### src/rtl/shared_tick_debounce_ctrl.sv
// Multi-channel button debouncer sharing one tick prescaler, with early edge detection and a
// round-robin arbitrated valid/ready event port.
module shared_tick_debounce_ctrl #(
    parameter int unsigned NUM_BTN     = 4,
    parameter int unsigned TICK_CYCLES = 100000,
    parameter int unsigned HOLD_TICKS  = 20,
    parameter int unsigned ID_W        = $clog2(NUM_BTN)
) (
    input  logic               clk_i,
    input  logic               rst_i,
    input  logic [NUM_BTN-1:0] btn_i,
    output logic [NUM_BTN-1:0] debounced_o,
    output logic               event_valid_o,
    input  logic               event_ready_i,
    output logic [ID_W-1:0]    event_id_o,
    output logic               event_press_o,
    output logic               overflow_o
);

    localparam int unsigned PresW = $clog2(TICK_CYCLES);
    localparam int unsigned TcntW = (HOLD_TICKS > 1) ? $clog2(HOLD_TICKS) : 1;

    typedef enum logic [1:0] {StIdle, StHiHold, StHiWait, StLoHold} state_e;

    logic [PresW-1:0]   presc_q, presc_d;
    logic               tick;

    state_e             state_q [NUM_BTN];
    state_e             state_d [NUM_BTN];
    logic [TcntW-1:0]   tcnt_q  [NUM_BTN];
    logic [TcntW-1:0]   tcnt_d  [NUM_BTN];
    logic [NUM_BTN-1:0] deb_q, deb_d;
    logic [NUM_BTN-1:0] press_raise, rel_raise;

    logic [NUM_BTN-1:0] press_pend_q, press_pend_d;
    logic [NUM_BTN-1:0] rel_pend_q, rel_pend_d;
    logic [NUM_BTN-1:0] any_pend, gnt_oh, clr_press, clr_rel;
    logic [ID_W-1:0]    rr_q, rr_d;
    logic [ID_W-1:0]    gnt_idx;
    logic               found, grant, gnt_press, slot_load;

    logic               valid_q, valid_d;
    logic [ID_W-1:0]    id_q, id_d;
    logic               press_q, press_d;
    logic               ovf_q, ovf_d;

    // Shared prescaler
    assign tick = (presc_q == PresW'(TICK_CYCLES - 1));

    always_comb begin
        presc_d = tick ? '0 : presc_q + PresW'(1);
    end

    // Per-channel debounce FSMs
    always_comb begin
        deb_d       = deb_q;
        press_raise = '0;
        rel_raise   = '0;
        for (int i = 0; i < NUM_BTN; i++) begin
            state_d[i] = state_q[i];
            tcnt_d[i]  = tcnt_q[i];
            unique case (state_q[i])
                StIdle: begin
                    if (btn_i[i]) begin
                        deb_d[i]       = 1'b1;
                        tcnt_d[i]      = '0;
                        press_raise[i] = 1'b1;
                        state_d[i]     = StHiHold;
                    end
                end
                StHiHold: begin
                    if (tick) begin
                        if (tcnt_q[i] == TcntW'(HOLD_TICKS - 1)) begin
                            if (btn_i[i]) begin
                                state_d[i] = StHiWait;
                            end else begin
                                deb_d[i]     = 1'b0;
                                rel_raise[i] = 1'b1;
                                tcnt_d[i]    = '0;
                                state_d[i]   = StLoHold;
                            end
                        end else begin
                            tcnt_d[i] = tcnt_q[i] + TcntW'(1);
                        end
                    end
                end
                StHiWait: begin
                    if (!btn_i[i]) begin
                        deb_d[i]     = 1'b0;
                        rel_raise[i] = 1'b1;
                        tcnt_d[i]    = '0;
                        state_d[i]   = StLoHold;
                    end
                end
                StLoHold: begin
                    if (tick) begin
                        if (tcnt_q[i] == TcntW'(HOLD_TICKS - 1)) begin
                            tcnt_d[i]  = '0;
                            state_d[i] = StIdle;
                        end else begin
                            tcnt_d[i] = tcnt_q[i] + TcntW'(1);
                        end
                    end
                end
                default: state_d[i] = StIdle;
            endcase
        end
    end

    // Round-robin scan starting at rr_q, wrapping at NUM_BTN
    assign any_pend  = press_pend_q | rel_pend_q;
    assign slot_load = !valid_q || event_ready_i;

    always_comb begin
        int unsigned idx;
        found   = 1'b0;
        gnt_idx = '0;
        for (int unsigned k = 0; k < NUM_BTN; k++) begin
            idx = int'(rr_q) + k;
            if (idx >= NUM_BTN) begin
                idx = idx - NUM_BTN;
            end
            if (!found && any_pend[ID_W'(idx)]) begin
                found   = 1'b1;
                gnt_idx = ID_W'(idx);
            end
        end
    end

    assign grant     = slot_load && found;
    assign gnt_press = press_pend_q[gnt_idx];
    assign gnt_oh    = NUM_BTN'(1) << gnt_idx;
    assign clr_press = (grant && gnt_press) ? gnt_oh : '0;
    assign clr_rel   = (grant && !gnt_press) ? gnt_oh : '0;

    always_comb begin
        press_pend_d = (press_pend_q & ~clr_press) | press_raise;
        rel_pend_d   = (rel_pend_q & ~clr_rel) | rel_raise;
        // A new event only collides if its pend bit survives this cycle's grant
        ovf_d = ovf_q
              | (|(press_raise & press_pend_q & ~clr_press))
              | (|(rel_raise & rel_pend_q & ~clr_rel));
        valid_d = valid_q;
        id_d    = id_q;
        press_d = press_q;
        rr_d    = rr_q;
        if (slot_load) begin
            valid_d = found;
        end
        if (grant) begin
            id_d    = gnt_idx;
            press_d = gnt_press;
            rr_d    = (gnt_idx == ID_W'(NUM_BTN - 1)) ? '0 : gnt_idx + ID_W'(1);
        end
    end

    always_ff @(posedge clk_i) begin
        if (rst_i) begin
            presc_q      <= '0;
            deb_q        <= '0;
            press_pend_q <= '0;
            rel_pend_q   <= '0;
            rr_q         <= '0;
            valid_q      <= 1'b0;
            id_q         <= '0;
            press_q      <= 1'b0;
            ovf_q        <= 1'b0;
            for (int i = 0; i < NUM_BTN; i++) begin
                state_q[i] <= StIdle;
                tcnt_q[i]  <= '0;
            end
        end else begin
            presc_q      <= presc_d;
            deb_q        <= deb_d;
            press_pend_q <= press_pend_d;
            rel_pend_q   <= rel_pend_d;
            rr_q         <= rr_d;
            valid_q      <= valid_d;
            id_q         <= id_d;
            press_q      <= press_d;
            ovf_q        <= ovf_d;
            for (int i = 0; i < NUM_BTN; i++) begin
                state_q[i] <= state_d[i];
                tcnt_q[i]  <= tcnt_d[i];
            end
        end
    end

    assign debounced_o   = deb_q;
    assign event_valid_o = valid_q;
    assign event_id_o    = id_q;
    assign event_press_o = press_q;
    assign overflow_o    = ovf_q;

endmodule

### config.mk
export PLATFORM = sky130hd
export DESIGN_NAME = shared_tick_debounce_ctrl
export DESIGN_NICKNAME = d
export VERILOG_FILES = /design/src/rtl/shared_tick_debounce_ctrl.sv
export SDC_FILE = /design/constraint.sdc
export NUM_CORES = 1
export LEC_CHECK = 0
export ABC_AREA = 1
export CAP_MARGIN = 20
export CORE_UTILIZATION = 40
export CTS_CLUSTER_DIAMETER = 50
export DETAILED_ROUTE_END_ITERATION = 8
export PLACE_DENSITY = 0.63
export SYNTH_ARGS = -nofsm -noshare
export SYNTH_HDL_FRONTEND = slang
export SYNTH_SLANG_ARGS = --single-unit
### constraint.sdc
create_clock -name clk_i -period 3.7 [get_ports clk_i]
set_input_delay 0.74 -clock clk_i [delete_from_list [all_inputs] [get_ports clk_i]]
set_output_delay 0.74 -clock clk_i [all_outputs]
set_load 0.005 [all_outputs]
* Word-level counts from Yosys, hierarchy flattened *
Memory sizes are Yosys's and may differ from the RTL's.
Index checks and enable logic that the tools add are counted.

word-level totals
  bits in registers = 36
  bits in writable memories = 28
  input bits = 7
  output and inout bits = 9
  word-level logic and storage cells = 255
  memories kept = 2

operators by class
  $add $sub $neg = 13
  magnitude comparators = 9
  equality and inequality tests = 30
  shift-type cells = 1
  mux-type cells = 140
  bitwise operators = 21
  reduce and logical (&&, ||, !) cells = 27

memories
  name     depth  bits a word  rd ports  clocked after memory_dff  wr ports  RTL line  source
  tcnt_q   4      5            4         0                         4         30        logic [TcntW-1:0] tcnt_q [NUM_BTN];
  state_q  4      2            4         0                         4         28        state_e state_q [NUM_BTN];

operator list
  cell                     count
  $mux W5                  28
  $pmux W5 S4              4
  $mux W2                  37
  $mux W1                  52
  $pmux W2 S4              4
  $and A4 B4 Y4            6
  $ne A2 B2 Y1 const B     12
  $add A5 B1 Y5 const B    4
  $eq A5 B5 Y1 const B     4
  $eq A2 B2 Y1 const B     9
  $add A17 B1 Y17 const B  1
  $eq A17 B17 Y1 const B   1
  $reduce_and A4 Y1        4
  $lt A2 B3 Y1 const B     5
  $or A4 B4 Y4             3
  $pmux W1 S3              4
  $reduce_bool A3 Y1       4
  $bmux W1 S2              5
  $or A1 B1 Y1             10
  $ge A3 B3 Y1 const B     3
  $eq A2 B1 Y1 const B     4
  $logic_not A2 Y1         4
  $mux W4                  2
  $not A4 Y4               2
  12 further kinds         29

* Depth between registers and ports, before layout *
  depth in word-level cells = 23
  depth in mapped cells = 19
  gate-level depth less buffers = 18

* Worst setup path before layout *
Ideal clock, no wire load.

  kind = register to register
  start = reg rr_q[0]
  end = reg ovf_q, in the netlist overflow_o
  library setup time = 0.128 ns
  arrival = 1.756 ns
  slack = 1.816 ns
  stages on the path, launching flop included = 15
  buffers on the path = 1
  cell sequence = dfxtp_1 > buf_6 > nand2_1 > nand3_1 > nand2_4 > nor2_8 > nand3_2 > a21oi_4 > nand3_2 > nand2_4 > nand3_1 > nand2_1 > nand3_2 > nor2_2 > a21oi_2

between the ends
  cells in the longest elaborated chain, start to end = 23

ends and longest elaborated chain
  item                                                                    RTL line  source
  from (decl)                                                             38        logic [ID_W-1:0] rr_q, rr_d;
  from (signal assigned)                                                  177       rr_q <= rr_d;
  parallel branches: the longest is 22 deep, another holds $add A2 B1 Y3  -
  $or A1 B1 Y1 *                                                          142       | (|(rel_raise & rel_pend_q & ~clr_rel));
  to (signal assigned)                                                    181       ovf_q <= ovf_d;
  to (decl)                                                               45        logic ovf_q, ovf_d;

Mark *: on every way between the ends. The select of a mux whose other input is x is not followed.
A chain may end at the register's enable or synchronous reset.

==> metrics.cfg <==
[synth]
syn_nets=646
seq_area_frac_synth_pct=30.8
synth.avg_cell_area_sq_um=6.83
synth_top_area_share_pct=30.8
synthFlopType=dfxtp_1
synthDistinctLibCells=46
yosys_warnings=0
synth_area_sq_um=4160
synth_seq_cells=64
synthCells=610
synth_edf_count=0
synth_area_leader_cell=dfxtp_1
async_flop_share_pct=0
synth_area_leaders=dfxtp_1, nand2_1, ha_1

[setup_path]
critPathRequiredTime_ns=3.93
crit_arrival_ns=2.62
cp-end-kind=flip-flop
start_kind=flip-flop
cpMostUsedCell=nand2_1
cp.buffers_inverters=3
slowest_stage=nor3_1
critPathMaxFanout=6
cp_slowest_stage_delay_ns=0.41
path_class=reg -> reg
cp_cell_sequence=ha_1 > nand2_1 > inv_1 > nand2_1 > nor2_1 > nand3_1 > inv_2 > o21ai_0 > nand2_1 > inv_1 > nor3_1 > o21ai_0 > nand2_1 > a21oi_1
cp_top_family=simple AND/OR/NAND/NOR gates

[sta]
min_period_over_period_pct=64.7
final_max_slew_viol_count=0
worst_pin_slew_ns=0.572
slew_headroom_pct=61.5
hold_viol_final=0
setup_viol=0
rsz0062_at_grt=no
max_freq_ghz=0.418
fin_tns_setup_ns=0
min_period_ns=2.39
skew_ns=0.0140

[routing]
drt_iter0_markers=163
vias_per_cell=5.10
routed-wl-met2_um=4300
dr.max_layer_used=met4
ant_nets=0
wirelength_um=9210
wl_met1_um=4430
wl_met3_um=375
drcViolationCount=0
first_pass_iters=5
vias=3908
wl_per_cell_um=12.0

[clocking]
clock_latency_ns=0.35
cts_resized=0
cts_setup_buffers=0
cts_tree=built
clkTransAtPathRegs_ns=0.08
clock-sinks=64
cts-root-buf=clkbuf_8
numCtsBuffers=9
cts_htree_levels=3
hold_buffers=0
clockBufferDepth=2

[die]
num_io_pins=16
die_area_sq_um=10800
die_y_um=104
coreArea_sq_um=9910
fp.dieW_um=104
initial_core_util_pct=42.0
rows=36

[layout]
drive_gt1_share_pct=8.52
ff_latch_area_sq_um=1280
finalInstanceArea_sq_um=4710
multi_input_area_sq_um=2470
n_fill_cell=1033
antenna_cells=0
syn2layout_area_growth_pct=13.0
nets=665

[power]
pwr_density_cell_nw_per_um2=848
swShare_pct=45.9
p_int_uw=2160
power_switching_uw=1830
comb_power_share_pct=56.0
clockPowerShare_pct=20.4
ir_worst_vdd_v=0.000341
leakagePower_uw=0.00196
p_seq_share_pct=23.6

[placed_design]
numPortBuffers=15
place_congestion=0.901
hpwl_um=6840
placed_area_sq_um=4440

[grt]
grt_usage_pct=17.8
grt_overflow=0
grt_pass1_vias=3759
antenna_found_initial=0
grt_max_degree=36
grt_pass1_wl_um=16000

[flow_run]
drv_cap=0

[outcome]
status=completed

[worst_hold_path]
worstHoldPathType=reg -> reg

-- routing by layer --
layer / up-vias / global-route usage, %
met5: - / 0
met4: 0 / 7.65
met3: 15 / 4.26
met2: 86 / 29.6
met1: 1766 / 21.9
li1: 2041 / -
-- path summary, 6_finish.rpt --
path,from,to,slack [ns],depth (start not counted)
worst max-delay path,presc_q[0],state_q[1][0],1.31,14
worst min-delay path,presc_q[0],presc_q[0],0.45,1
worst max register to register,presc_q[0],state_q[1][0],1.31,14
worst min register to register,presc_q[0],presc_q[0],0.45,1
-- worst reg2reg max path, stage by stage, from the launching register on --
cell	delay [ns]
dfxtp_1	0.35
ha_1	0.17
nand2_1	0.05
inv_1	0.07
nand2_1	0.08
nor2_1	0.17
nand3_1	0.19
inv_2	0.18
o21ai_0	0.11
nand2_1	0.08
inv_1	0.10
nor3_1	0.41
o21ai_0	0.17
nand2_1	0.09
a21oi_1	0.05
-- power by group through the flow --
stage	Combinational, uW	Clock, uW	Sequential, uW
final	2230	814	943
after global routing	2520	864	963
after CTS	2220	837	944
after detailed placement	2210	0	959
after global placement	2170	0	955
after floorplan	1760	0	922
-- Yosys cell counts, types with 6 or more instances --
cell type  count
o21ai_0       39
dfxtp_1       64
nand4_1        8
nand3_1       33
ha_1          29
nor2_1        47
o22ai_1        6
nand2_1      145
nand3_2        7
inv_1         88
nor3_1        11
o31ai_1        6
a21oi_1       57
nand2_2       11
-- cell type report --
type,instances,area share [%]
repair buffers,16,3.35
clock inverters,5,2.71
well taps,133,3.54
flip-flops and latches,64,27.2
multi-input cells,445,52.6
inverters,93,7.58
clock buffers,11,3.00
-- cells in the final DEF, fill, tap and decap left out, drive strengths merged --
cell,n
ha,29
nor2,50
dfxtp,64
o21bai,1
o21ai,40
a21boi,1
buf,1
o211a,1
o211ai,1
nand3,43
nand2,159
a221oi,5
bufinv,4
a22o,2
o31ai,6
o21a,1
nand4,8
a211oi,2
and3,1
a31o,1
a21oi,59
a31oi,2
clkbuf,11
nor3,11
or2,4
clkdlybuf4s50,15
nand3b,2
xor2,4
xnor2,1
clkinvlp,1
nor4,5
o22ai,6
inv,93
-- registers in the layout, indices dropped and copies added, names as in the netlist --
name	count
debounced_o	4
event_id_o	2
event_press_o	1
event_valid_o	1
overflow_o	1
presc_q	17
press_pend_q	4
rel_pend_q	4
rr_q	2
state_q	8
tcnt_q	20
-- logic make-up (layout without fill, tap and decap cells) --
family          after synthesis  in the layout  share of synthesized area, %
buf+inv                     101            125                          9.80
simple gates                283            283                          32.1
xor+xnor                      5              5                          1.05
flops                        64             64                          30.8
fa+ha+maj                    29             29                          8.71
compound gates              128            128                          17.5
-- metrics by stage --
step | total power, uW | hold WS (ns) | instances | worst slack (ns) | utilization (%)
final | 3990 | 0.453 | 767 | 1.31 | 47.5
after global routing | 4350 | 0.459 | 767 | 0.913 | 47.5
after CTS | 4010 | 0.453 | 767 | 1.29 | 47.5
after detailed placement | 3170 | 0.441 | 751 | 1.21 | 44.8
after global placement | 3130 | 0.431 | 751 | 1.26 | 44.8
after floorplan | 2680 | 0.418 | 610 | 1.82 | -
Note: power is estimated with default switching activity, not from simulation.
